<file path="src/rtl/int_sequencer_if.sv">
// -----------------------------------------------------------------------------
// int_sequencer_if
// Bundles the interrupt-controller handshake and the PC/fetch-stage signals
// seen by int_sequencer.
//   slave  : sequencer view (takes requests and pipeline status, drives the
//            flush/redirect controls and status registers)
//   master : environment view (interrupt controller + pipeline)
// Signals:
//   intCPU, intID      interrupt request level and its ID
//   intDisabled        back-pressure to the controller (1 = do not raise)
//   mask               software global interrupt mask
//   pc_boundary        pipeline at an instruction boundary
//   pc_current         PC of the next instruction (return address)
//   reti               one-cycle pulse, reti retiring
//   flush, redirect    fetch stall / one-cycle PC load strobe
//   redirect_pc        PC target while redirect is high
//   int_active         high while the handler runs
//   int_id_reg         ID of the interrupt being or last serviced
//   saved_pc           return address captured on entry
//   int_count          number of entries taken, wraps at 16 bits
// -----------------------------------------------------------------------------
interface int_sequencer_if #(
   parameter int PC_W = 27,
   parameter int ID_W = 8
);
   logic            intCPU;
   logic [ID_W-1:0] intID;
   logic            intDisabled;
   logic            mask;
   logic            pc_boundary;
   logic [PC_W-1:0] pc_current;
   logic            reti;
   logic            flush;
   logic            redirect;
   logic [PC_W-1:0] redirect_pc;
   logic            int_active;
   logic [ID_W-1:0] int_id_reg;
   logic [PC_W-1:0] saved_pc;
   logic [15:0]     int_count;

   modport slave (
      input  intCPU, intID, mask, pc_boundary, pc_current, reti,
      output intDisabled, flush, redirect, redirect_pc, int_active,
             int_id_reg, saved_pc, int_count
   );

   modport master (
      output intCPU, intID, mask, pc_boundary, pc_current, reti,
      input  intDisabled, flush, redirect, redirect_pc, int_active,
             int_id_reg, saved_pc, int_count
   );
endinterface

</file>
<file path="src/rtl/int_sequencer.sv">
// -----------------------------------------------------------------------------
// int_sequencer
// CPU-side responder to the interrupt controller. Accepts a request, waits
// for an instruction boundary while flushing, saves the return PC and
// redirects fetch to INT_VECTOR. On reti it redirects back to the saved PC
// and keeps intDisabled high until one instruction of the interrupted
// program has reached a boundary, so back-to-back interrupts cannot starve
// the interrupted code.
// Ports:
//   clk      system clock, rising edge
//   reset_n  asynchronous active-low reset
//   bus      int_sequencer_if.slave (handshake, pipeline status, outputs)
// Parameters:
//   PC_W, ID_W   PC and interrupt-ID widths (must match the interface)
//   INT_VECTOR   PC loaded on interrupt entry
//   COUNT_INIT   reset value of int_count (0 in normal use)
// All outputs come straight from flops.
// -----------------------------------------------------------------------------
module int_sequencer #(
   parameter int              PC_W       = 27,
   parameter logic [PC_W-1:0] INT_VECTOR = PC_W'(1),
   parameter int              ID_W       = 8,
   parameter logic [15:0]     COUNT_INIT = 16'd0
) (
   input  logic            clk,
   input  logic            reset_n,
   int_sequencer_if.slave  bus
);

   typedef enum logic [1:0] {
      IDLE     = 2'd0,
      WAIT_BND = 2'd1,
      ISR      = 2'd2,
      GUARD    = 2'd3
   } state_t;

   state_t          state_q, state_d;
   logic            dis_q, dis_d;
   logic            flush_q, flush_d;
   logic            redir_q, redir_d;
   logic [PC_W-1:0] rpc_q, rpc_d;
   logic            act_q, act_d;
   logic [ID_W-1:0] id_q, id_d;
   logic [PC_W-1:0] spc_q, spc_d;
   logic [15:0]     cnt_q, cnt_d;

   always_ff @(posedge clk or negedge reset_n) begin
      if (!reset_n) begin
         state_q <= IDLE;
         dis_q   <= 1'b1;
         flush_q <= 1'b0;
         redir_q <= 1'b0;
         rpc_q   <= '0;
         act_q   <= 1'b0;
         id_q    <= '0;
         spc_q   <= '0;
         cnt_q   <= COUNT_INIT;
      end else begin
         state_q <= state_d;
         dis_q   <= dis_d;
         flush_q <= flush_d;
         redir_q <= redir_d;
         rpc_q   <= rpc_d;
         act_q   <= act_d;
         id_q    <= id_d;
         spc_q   <= spc_d;
         cnt_q   <= cnt_d;
      end
   end

   always_comb begin
      state_d = state_q;
      dis_d   = dis_q;
      flush_d = flush_q;
      redir_d = 1'b0;            // redirect is always a single-cycle strobe
      rpc_d   = rpc_q;
      act_d   = act_q;
      id_d    = id_q;
      spc_d   = spc_q;
      cnt_d   = cnt_q;

      unique case (state_q)
         IDLE: begin
            // Controller sees the live mask while idle.
            dis_d = bus.mask;
            if (bus.intCPU && !bus.mask) begin
               id_d    = bus.intID;
               dis_d   = 1'b1;
               flush_d = 1'b1;
               state_d = WAIT_BND;
            end
         end
         WAIT_BND: begin
            if (bus.pc_boundary) begin
               spc_d   = bus.pc_current;
               redir_d = 1'b1;
               rpc_d   = INT_VECTOR;
               flush_d = 1'b0;
               act_d   = 1'b1;
               cnt_d   = cnt_q + 16'd1;
               state_d = ISR;
            end
         end
         ISR: begin
            // Requests are not nested; pc_boundary is irrelevant here, so
            // reti always wins a same-cycle collision.
            if (bus.reti) begin
               redir_d = 1'b1;
               rpc_d   = spc_q;
               act_d   = 1'b0;
               state_d = GUARD;
            end
         end
         GUARD: begin
            // The boundary seen alongside our own redirect belongs to the
            // handler; wait for the next one, which retires an instruction
            // of the interrupted program.
            if (bus.pc_boundary && !redir_q) begin
               dis_d   = bus.mask;
               state_d = IDLE;
            end
         end
         default: state_d = IDLE;
      endcase
   end

   assign bus.intDisabled = dis_q;
   assign bus.flush       = flush_q;
   assign bus.redirect    = redir_q;
   assign bus.redirect_pc = rpc_q;
   assign bus.int_active  = act_q;
   assign bus.int_id_reg  = id_q;
   assign bus.saved_pc    = spc_q;
   assign bus.int_count   = cnt_q;

endmodule

</file>
<file path="src/flat_wrapper.sv">
// flat-port wrapper written by rule: the top's interface ports become plain ports
module int_sequencer_flat 
#(
   parameter int              PC_W       = 27,
   parameter logic [PC_W-1:0] INT_VECTOR = PC_W'(1),
   parameter int              ID_W       = 8,
   parameter logic [15:0]     COUNT_INIT = 16'd0
)
  (clk, reset_n, bus_intCPU, bus_intID, bus_mask, bus_pc_boundary, bus_pc_current, bus_reti, bus_intDisabled, bus_flush, bus_redirect, bus_redirect_pc, bus_int_active, bus_int_id_reg, bus_saved_pc, bus_int_count);
  int_sequencer_if #(.PC_W(PC_W), .ID_W(ID_W)) bus_i ();
  input  logic clk;
  input  logic reset_n;
  input wire logic [$bits(bus_i.intCPU)-1:0] bus_intCPU;
  input wire logic [$bits(bus_i.intID)-1:0] bus_intID;
  input wire logic [$bits(bus_i.mask)-1:0] bus_mask;
  input wire logic [$bits(bus_i.pc_boundary)-1:0] bus_pc_boundary;
  input wire logic [$bits(bus_i.pc_current)-1:0] bus_pc_current;
  input wire logic [$bits(bus_i.reti)-1:0] bus_reti;
  output wire logic [$bits(bus_i.intDisabled)-1:0] bus_intDisabled;
  output wire logic [$bits(bus_i.flush)-1:0] bus_flush;
  output wire logic [$bits(bus_i.redirect)-1:0] bus_redirect;
  output wire logic [$bits(bus_i.redirect_pc)-1:0] bus_redirect_pc;
  output wire logic [$bits(bus_i.int_active)-1:0] bus_int_active;
  output wire logic [$bits(bus_i.int_id_reg)-1:0] bus_int_id_reg;
  output wire logic [$bits(bus_i.saved_pc)-1:0] bus_saved_pc;
  output wire logic [$bits(bus_i.int_count)-1:0] bus_int_count;
  assign bus_i.intCPU = bus_intCPU;
  assign bus_i.intID = bus_intID;
  assign bus_i.mask = bus_mask;
  assign bus_i.pc_boundary = bus_pc_boundary;
  assign bus_i.pc_current = bus_pc_current;
  assign bus_i.reti = bus_reti;
  assign bus_intDisabled = bus_i.intDisabled;
  assign bus_flush = bus_i.flush;
  assign bus_redirect = bus_i.redirect;
  assign bus_redirect_pc = bus_i.redirect_pc;
  assign bus_int_active = bus_i.int_active;
  assign bus_int_id_reg = bus_i.int_id_reg;
  assign bus_saved_pc = bus_i.saved_pc;
  assign bus_int_count = bus_i.int_count;
  int_sequencer #(.PC_W(PC_W), .INT_VECTOR(INT_VECTOR), .ID_W(ID_W), .COUNT_INIT(COUNT_INIT)) u_core (.clk(clk), .reset_n(reset_n), .bus(bus_i));
endmodule
</file>
<file path="config.mk">
export PLATFORM = sky130hd
export DESIGN_NAME = int_sequencer_flat
export DESIGN_NICKNAME = d
export VERILOG_FILES = /design/src/rtl/int_sequencer_if.sv /design/src/rtl/int_sequencer.sv /design/src/flat_wrapper.sv
export SDC_FILE = /design/constraint.sdc
export NUM_CORES = 1
export LEC_CHECK = 0
export BUFFER_PORTS_ARGS = -buffer_cell sky130_fd_sc_hd__buf_2
export CAP_MARGIN = 20
export CORE_ASPECT_RATIO = 1.2
export CORE_MARGIN = 2
export CORE_UTILIZATION = 51
export CTS_BUF_LIST = sky130_fd_sc_hd__clkbuf_4 sky130_fd_sc_hd__clkbuf_8
export CTS_CLUSTER_DIAMETER = 150
export CTS_CLUSTER_SIZE = 8
export DETAILED_ROUTE_END_ITERATION = 7
export PLACE_DENSITY = 0.82
export SETUP_SLACK_MARGIN = 0.3
export SYNTH_ARGS = -nofsm -noshare
export SYNTH_HDL_FRONTEND = slang
export SYNTH_SLANG_ARGS = --single-unit
</file>
<file path="constraint.sdc">
create_clock -name clk -period 2.2 [get_ports clk]
set_input_delay 0.22 -clock clk [delete_from_list [all_inputs] [get_ports clk]]
set_output_delay 0.22 -clock clk [all_outputs]
set_load 0.05 [all_outputs]
</file>
==> results of run 1 <==
-- layout by cell type, fill, tap and decap left out, types with 2 or more instances in the layout --
master    count
nand3_1       5
nor3_4        2
mux2_2       39
inv_6         2
buf_2       121
nand2b_1      3
clkbuf_8     10
clkinv_4      2
buf_4         5
inv_1         8
ha_1          5
a22o_1       26
nand4_1       3
xnor2_1      14
nor2_1        5
nand2_1      15
o21ai_0       4
dfrtp_1      83
-- cell type report --
| class | instances | area [sq um] | area share, % |
|---|---|---|---|
| clock buffers | 10 | 138 | 3.23 |
| multi-input cells | 136 | 1170 | 27.5 |
| repair buffers | 128 | 664 | 15.6 |
| inverters | 9 | 33.8 | 0.792 |
| clock inverters | 6 | 47.5 | 1.11 |
| flip-flops and latches | 84 | 2100 | 49.3 |
| well taps | 85 | 106 | 2.49 |
-- synthesized netlist by cell type (2+ instances only) --
master / n
ha_1: 5
inv_1: 8
nand2b_1: 3
nor2_1: 5
buf_2: 5
mux2_2: 39
nand3_1: 5
nand4_1: 3
a22o_1: 26
xnor2_1: 14
o21ai_0: 4
buf_6: 2
dfrtp_1: 83
nor3_2: 2
nand2_1: 15
-- through the flow --
step                      utilization [%]  area, sq um  setup slack (ps)  hold WS [ps]
after floorplan                         -         3340               555         -75.6
after global placement               63.5         4040               266           226
after detailed placement             63.5         4040               117           234
after CTS                            66.7         4250               357          79.2
after global routing                 67.0         4270               312          86.4
final                                67.0         4270               409          86.1
-- metal layers --
| metal | share of wire (%) | wire, um | GRT usage (%) | vias up |
|---|---|---|---|---|
| li1 | - | - | - | 1106 |
| met1 | 41 | 2930 | 25.3 | 1188 |
| met2 | 52 | 3730 | 33.6 | 67 |
| met3 | 4.1 | 292 | 3.02 | 12 |
| met4 | 2.5 | 180 | 10.4 | 0 |
| met5 | 0 | 0 | 0 | - |
-- repair_timing --
item	4_1_cts	5_1_grt
hold endpoints to repair	39	0
setup buffers	0	0
endpoints found under the setup margin	45	28
hold buffers	1	0
gates resized for setup	2	3
gates cloned	0	0
-- kinds of logic after synthesis --
logic type / count (synthesis) / synth area share (%)
AO/OA/AOI/OAI: 37 / 9.02
XOR/XNOR: 15 / 3.93
adder cells (fa/ha/maj): 5 / 1.87
buffers and inverters: 17 / 2.66
flip-flops: 84 / 62.9
multiplexers: 39 / 13.1
AND/OR/NAND/NOR: 40 / 6.44
-- worst max-delay path, delay by kind of cell, from the launching register on --
kind	cells	cell delay (ps)
XOR/XNOR	1	140
adder cells (fa/ha/maj)	1	260
buffers and inverters	1	110
flip-flops	1	420
AND/OR/NAND/NOR	3	800
-- worst paths after layout --
check                                             start                          to  slack [ps]  cells after the start
worst max register to register        u_core.state_q[1]     u_core.bus.int_count[7]         410                      6
min in group asynchronous                       reset_n  u_core.bus.redirect_pc[22]         380                      2
worst min-delay path                 bus_pc_current[14]     u_core.bus.saved_pc[14]          90                      2
worst min register to register  u_core.bus.int_count[7]     u_core.bus.int_count[7]         500                      1
worst max-delay path                  u_core.state_q[1]     u_core.bus.int_count[7]         410                      6
max in group asynchronous                       reset_n     u_core.bus.saved_pc[20]        1140                      3
==> impl_metrics.json, run 1 <==
{
  "status": "complete, no violations",
  "syn_avg_cell_area_sq_um": 14.1,
  "yosysSeqAreaShare_pct": 62.9,
  "stdcell_count": 458,
  "grt_pass1_wl_um": 11200,
  "end_kind": "register",
  "clockRootBuffer": "clkbuf_8",
  "overflow": 0,
  "vias": 2373,
  "final_max_slew_viol_count": 0,
  "antenna_left": 0,
  "synth_fp_nets": 283,
  "synth.distinct_cells": 33,
  "start_util_pct": 52.5,
  "tns_ps": 0,
  "crit_arrival_ps": 2070,
  "routedWlPerCell_um": 15.6,
  "area_growth_pct": 27.6,
  "clock-sinks": 84,
  "cts_buffers": 9,
  "yosysTopAreaCellShare_pct": 62.1,
  "die_area_sq_mm": 0.00722,
  "dr.pass1.iters": 4,
  "synth_area_leaders": "dfrtp_1, mux2_2, a22o_1, xnor2_1, ha_1",
  "synth_warnings": 0,
  "setup_violations": 0,
  "synth_edf_count": 0,
  "cts_tree": "yes",
  "ys_seq_elements": 84,
  "clk_pin_slew_ps": 90,
  "slowest_stage": "dfrtp_1",
  "yosys.area.top_type": "dfrtp_1",
  "layout.nets": 414,
  "hpwl_um": 5200,
  "num_rows": 32,
  "crit_fanout": 16,
  "die_w_um": 77.9,
  "clock.fmax_ghz": 0.558,
  "async_flop_share_pct": 100,
  "antenna_found_initial": 0,
  "grt_pass1_vias": 2307,
  "max-cap-violations": 0,
  "crit_chain": "inv_1, ha_1, nand2_4, nor3_4, and4_1, xor2_1",
  "n_antenna_cell": 0,
  "portBuffers": 122,
  "dieHeight_um": 92.7,
  "rsz0062_at_grt": "false",
  "grt_max_degree": 43,
  "ys.flop_type": "dfrtp_1",
  "post-route-period-util_pct": 81.4,
  "syn-cell-area_sq_mm": 0.00334,
  "vias_per_cell": 5.18,
  "coreArea_sq_mm": 0.00637,
  "drtIter0Drc": 132,
  "relSlewSlack_pct": 58.9,
  "cp_data_required_time_ps": 2480,
  "max-clock-path-buffers": 2,
  "critPathLaunchType": "register",
  "synthCells": 237,
  "ios": 123,
  "critPathKind": "register to register",
  "hold_path_class": "input pin to register",
  "drive_gt1_share_pct": 51.2,
  "gp_congestion": 0.797,
  "min_period_ps": 1790,
  "track_usage_pct": 20.1,
  "htree_levels": 3,
  "remaining_drc_errors": 0,
  "insertion_delay_ps": 360,
  "fin_skew_ps": 9.14,
  "cpPeakStageDelay_ps": 420,
  "tightest_slew_ps": 614,
  "wl_um": 7130,
  "fillCellCount": 509,
  "hold_viol_final": 0,
  "numPlacedInstances": 441
}
Power of run 1 is not shown: default switching activity piles up to over one toggle a cycle in this logic, so the estimate is an artifact.
==> run 2, diff against run 1 <==
ABC_AREA = 1   (was not set)
CORE_UTILIZATION = 52   (was 51)
PLACE_DENSITY = 0.83   (was 0.82)
clock period = 1.9 ns   (was 2.2 ns; I/O delays follow)
==> run 2 against run 1 <==
Net effect: non-clock buffer count rose by 9; cell count rose by 31%; final area rose by 7.1%; wire length rose by 18%; sequential share of layout area fell by 3.3 points.
==> impl_metrics.json, run 2 <==
{
  "max-cap-violations": 0,
  "min_delay_path_depth": 3,
  "ys_seq_elements": 84,
  "tns_ps": 0,
  "min_period_ps": 1510,
  "cts_tree": "yes",
  "track_usage_pct": 23.1,
  "yosys.cell_count.top_type": "nand2_1",
  "grt_pass1_vias": 2929,
  "start_util_pct": 52.7,
  "routedWlPerCell_um": 14.0,
  "grt_pass1_wl_um": 13500,
  "hpwl_um": 5970,
  "critPathLaunchType": "register",
  "critPathKind": "register to register",
  "wl_um": 8410,
  "cp-startpoint": "u_core.state_q[1]",
  "yosys.area.top_type": "dfrtp_1",
  "num_rows": 33,
  "rrSetupSlack_ps": 390,
  "clk_pin_slew_ps": 80,
  "multi_input_area_sq_mm": 0.00126,
  "hold_path_class": "input pin to register",
  "reg2reg_to": "u_core.bus.redirect_pc[9]",
  "synth.distinct_cells": 29,
  "htree_levels": 3,
  "layout.nets": 553,
  "power_density_mw_per_mm2": 1960,
  "yosysSeqAreaShare_pct": 59.3,
  "antenna_left": 0,
  "slowest_stage": "dfrtp_1",
  "synth_fp_nets": 420,
  "power_w": 0.00895,
  "crit_arrival_ps": 1750,
  "synth_area_leaders": "dfrtp_1, nand2_1, o21ai_0, o21ai_1, inv_1",
  "cpPeakStageDelay_ps": 430,
  "clock-sinks": 84,
  "yosysTopAreaCellShare_pct": 58.5,
  "final_max_slew_viol_count": 0,
  "synth_edf_count": 0,
  "rr_worst_depth": 6,
  "overflow": 0,
  "drtIter0Drc": 189,
  "die_w_um": 79.4,
  "p_leak_nw": 2.47,
  "cts_buffers": 9,
  "fillCellCount": 542,
  "crit_chain": "inv_1, ha_2, nand2_2, nand4_1, buf_4, o21ai_1",
  "n_antenna_cell": 0,
  "dieHeight_um": 94.5,
  "die_area_sq_mm": 0.00750,
  "stdcell_count": 599,
  "syn_avg_cell_area_sq_um": 9.49,
  "setup_violations": 0,
  "remaining_drc_errors": 0,
  "ys.flop_type": "dfrtp_1",
  "grt_max_degree": 46,
  "rsz0062_at_grt": "false",
  "dr.pass1.iters": 7,
  "ir_drop_mv": 0.945,
  "clock.fmax_ghz": 0.661,
  "synthCells": 374,
  "clockRootBuffer": "clkbuf_8",
  "synth_warnings": 0,
  "coreArea_sq_mm": 0.00673,
  "max-clock-path-buffers": 2,
  "crit_fanout": 20,
  "tightest_slew_ps": 298,
  "end_kind": "register",
  "status": "complete, no violations",
  "gp_congestion": 0.779,
  "post-route-period-util_pct": 79.6,
  "area_growth_pct": 28.8,
  "insertion_delay_ps": 350,
  "syn-cell-area_sq_mm": 0.00355,
  "hold_viol_final": 0,
  "antenna_found_initial": 0,
  "cp_data_required_time_ps": 2130,
  "vias_per_cell": 4.99,
  "relSlewSlack_pct": 80.0,
  "hold_start": "bus_pc_current[23]",
  "ios": 123,
  "portBuffers": 122,
  "hold_end": "u_core.bus.saved_pc[23]",
  "async_flop_share_pct": 100,
  "drive_gt1_share_pct": 35.0,
  "fin_skew_ps": 9.19,
  "numPlacedInstances": 576,
  "regArea_sq_mm": 0.00210,
  "yosys-top-cells-count": "nand2_1, dfrtp_1, o21ai_0",
  "vias": 2992,
  "final_common_cell": "buf_2",
  "r2r_start": "u_core.state_q[1]",
  "most-common-layout-cells": "buf_2, nand2_1, dfrtp_1"
}
## run 2: cell types whose count changed in the layout (fill, tap and decap cells not counted), moves of 6 or more
cell     delta
xnor2_1     -9
nor2_1      +7
o21ai_0    +41
o21ai_1    +29
xor2_1      +6
buf_4       +8
a22o_1     -26
nand2_1    +81
inv_1      +25
mux2_2     -39
## run 2: cell families (layout without fill, tap and decap cells)
| family | after synthesis | in the layout | synth area share, % |
|---|---|---|---|
| buf+inv | 52 | 190 | 6.24 |
| compound gates | 80 | 80 | 11.4 |
| simple gates | 141 | 141 | 18.4 |
| fa+ha+maj | 5 | 5 | 1.76 |
| flops | 84 | 84 | 59.3 |
| xor+xnor | 12 | 12 | 2.96 |
## run 2: per-stage QoR
stage | instance area (sq um) | hold WS (ps) | util, % | worst slack, ps
after global placement | 4270 | 76.4 | 63.5 | 341
after floorplan | 3550 | -106 | - | 338
after detailed placement | 4270 | 83.2 | 63.5 | 179
final | 4570 | 32.3 | 67.9 | 388
after CTS | 4510 | 23.2 | 67.1 | 304
after global routing | 4570 | 32.7 | 67.9 | 300
## run 2: worst max-delay path, delay by kind of cell, from the launching register on
family                     cells  cell delay (ps)
DFF                            1              430
buffers and inverters          2              350
adders and majority gates      1              260
and+or+nand+nor                2              250
AOI/OAI and AO/OA              1              100
## run 2: what timing repair did
action | 4_1_cts | 5_1_grt
pin swaps | 1 | 2
hold buffers | 1 | 0
hold endpoints to repair | 17 | 0
resized for setup | 2 | 10
setup endpoints to repair | 51 | 55
setup buffers | 3 | 3
## run 2: worst max-delay path by stage
| stage | end | slack (ps) | depth (start not counted) |
|---|---|---|---|
| after floorplan | u_core.bus.int_count[12] | 340 | 6 |
| after global placement | u_core.bus.int_active | 340 | 5 |
| after detailed placement | u_core.bus.redirect_pc[5] | 180 | 6 |
| after CTS | u_core.bus.int_count[15] | 300 | 7 |
| after global routing | u_core.state_q[0] | 300 | 9 |
| final | u_core.bus.redirect_pc[9] | 390 | 6 |
## run 2: layer usage
| layer | track usage (%) | share of wire [%] | vias up | wire, um |
|---|---|---|---|---|
| met5 | 0 | 0 | - | 0 |
| met3 | 3.82 | 5.5 | 16 | 464 |
| met1 | 28.0 | 40 | 1408 | 3380 |
| li1 | - | - | 1462 | - |
| met2 | 39.9 | 52 | 106 | 4390 |
| met4 | 11.6 | 2.1 | 0 | 177 |
## run 2: report_power, final
part / leakage [nW] / internal, W / total (W) / switching (W)
logic: 1.28 / 0.00109 / 0.00482 / 0.00373
registers: 1.09 / 0.00245 / 0.00285 / 0.000398
clock network: 0.107 / 0.000671 / 0.00129 / 0.000614
## run 2: layout make-up
| class | count | area share (%) |
|---|---|---|
| flip-flops and latches | 84 | 46.0 |
| multi-input cells | 238 | 27.5 |
| repair buffers | 137 | 16.5 |
| clock buffers | 12 | 3.34 |
| inverters | 37 | 3.15 |
| well taps | 87 | 2.38 |
| clock inverters | 4 | 1.07 |
Power figures use the tool's default switching activity.
==> run 3, diff against run 2 <==
clock period = 1.5 ns   (was 1.9 ns; I/O delays follow)
==> run 3 against run 2 <==
Net effect: the flow now finishes with violations (negative hold slack); hold slack worse by 39 ps; cell count is 5.5% higher; combinational power increased by 69%; non-clock buffer count grew 33; critical path depth increased by 2; final area up 21%; die area unchanged; wire length is 32% higher; critical endpoint is now u_core.bus.redirect_pc[20].
==> impl_metrics.json, run 3 (synthesized netlist as in run 2, its figures left out) <==
{
  "status": "finished with violations",
  "violations": "negative hold slack",
  "routedWlPerCell_um": 17.6,
  "die_w_um": 79.4,
  "final_common_cell": "buf_2",
  "clock-sinks": 84,
  "crit_arrival_ps": 1710,
  "fin_util_pct": 82.1,
  "antenna_left": 0,
  "drtIter0Drc": 197,
  "hpwl_um": 6220,
  "remaining_drc_errors": 0,
  "clk_pin_slew_ps": 90,
  "setup_violations": 0,
  "worst_slack_ps": 20.0,
  "area_growth_pct": 55.7,
  "clockRootBuffer": "clkbuf_8",
  "relSlewSlack_pct": 74.0,
  "grt_pass1_wl_um": 15800,
  "gp_congestion": 0.811,
  "wl_um": 11100,
  "overflow": 0,
  "most-common-layout-cells": "buf_2, dfrtp_1, nand2_1",
  "cts_tree": "yes",
  "rsz0062_at_grt": "true",
  "cpPeakStageDelay_ps": 470,
  "preCtsSetupSlack_ps": 9.70,
  "tightest_slew_ps": 389,
  "ios": 123,
  "grt_pass1_vias": 3282,
  "n_antenna_cell": 0,
  "insertion_delay_ps": 350,
  "max-clock-path-buffers": 2,
  "crit_chain": "inv_4, ha_4, inv_4, nor2_4, buf_6, nor2_8, nand3_2, nand2_1",
  "dieHeight_um": 94.5,
  "drive_gt1_share_pct": 54.5,
  "tns_ps": 0,
  "clock.fmax_ghz": 0.676,
  "crit_fanout": 7,
  "power_w": 0.0135,
  "dr.pass1.iters": 6,
  "portBuffers": 122,
  "crit_top_cell": "inv_4",
  "cts_buffers": 9,
  "cp_data_required_time_ps": 1730,
  "max-cap-violations": 0,
  "hold_ws_ps": -6.61,
  "grt_max_degree": 34,
  "slowest_stage": "dfrtp_2",
  "p_leak_nw": 2.92,
  "end_kind": "register",
  "start_util_pct": 52.7,
  "die_area_sq_mm": 0.00750,
  "final_max_slew_viol_count": 0,
  "critPathKind": "register to register",
  "track_usage_pct": 27.0,
  "hold_path_class": "input pin to register",
  "coreArea_sq_mm": 0.00673,
  "num_rows": 33,
  "ir_drop_mv": 1.45,
  "layout.nets": 586,
  "hold_viol_final": 1,
  "power_density_mw_per_mm2": 2440,
  "antenna_found_initial": 1,
  "vias": 3442,
  "fillCellCount": 371,
  "fin_skew_ps": 13.4,
  "htree_levels": 3,
  "min_period_ps": 1480,
  "vias_per_cell": 5.45,
  "post-route-period-util_pct": 98.7,
  "critPathLaunchType": "register"
}
## run 3: cell types whose count changed in the layout (fill, tap and decap cells not counted), moves of 19 or more
cell	before	now
nand2_4	0	20
nand2_1	96	62
o21ai_0	45	5
o21ai_1	29	50
o21ai_2	0	19
## run 3: area by class of cell
type,instances,area (sq um),share of cell area [%]
inverters,37,161,2.92
clock buffers,14,168,3.03
multi-input cells,238,1660,30.0
flip-flops and latches,84,2120,38.4
repair buffers,170,1300,23.5
clock inverters,2,12.5,0.226
well taps,87,109,1.97
## run 3: what timing repair did
action / CTS / global route
pin swaps: 20 / 21
endpoints found under the hold margin: 27 / 0
buffers inserted: 13 / 8
endpoints found under the setup margin: 86 / 94
cloned: 7 / 2
hold buffers: 4 / 0
gates resized for setup: 108 / 80
## run 3: power breakdown
group          switching [W]  leakage [nW]  internal [W]  total [W]
logic                0.00556          1.76       0.00260    0.00816
clock network       0.000804        0.0944      0.000722    0.00153
registers           0.000666          1.06       0.00312    0.00379
## run 3: path summary, 6_finish.rpt
path	slack (ps)	endpoint	cells past startpoint	from
max	20	u_core.bus.redirect_pc[20]	8	u_core.state_q[0]
min	-7	u_core.bus.saved_pc[23]	3	bus_pc_current[23]
max reg2reg	20	u_core.bus.redirect_pc[20]	8	u_core.state_q[0]
min reg2reg	480	u_core.bus.int_id_reg[6]	2	u_core.bus.int_id_reg[6]
max in group asynchronous	670	u_core.state_q[0]	3	reset_n
min in group asynchronous	250	u_core.bus.saved_pc[7]	2	reset_n
## run 3: critical path: cells and delay by family, from the launching register on
kind / cells / cell delay [ps]
flops: 1 / 470
simple gates: 4 / 400
buf+inv: 3 / 320
fa+ha+maj: 1 / 170
## run 3: per-stage QoR
step	instances	cell area, sq um
after global routing	632	5530
after floorplan	374	3670
after detailed placement	582	4410
after CTS	622	5150
after global placement	582	4410
final	632	5530
## run 3: routing by layer
metal,share of wire (%),vias up,track usage (%)
met5,0,-,0
met4,3.0,0,8.19
met3,5.6,39,4.30
met2,54,185,48.7
met1,38,1686,33.2
li1,-,1532,-
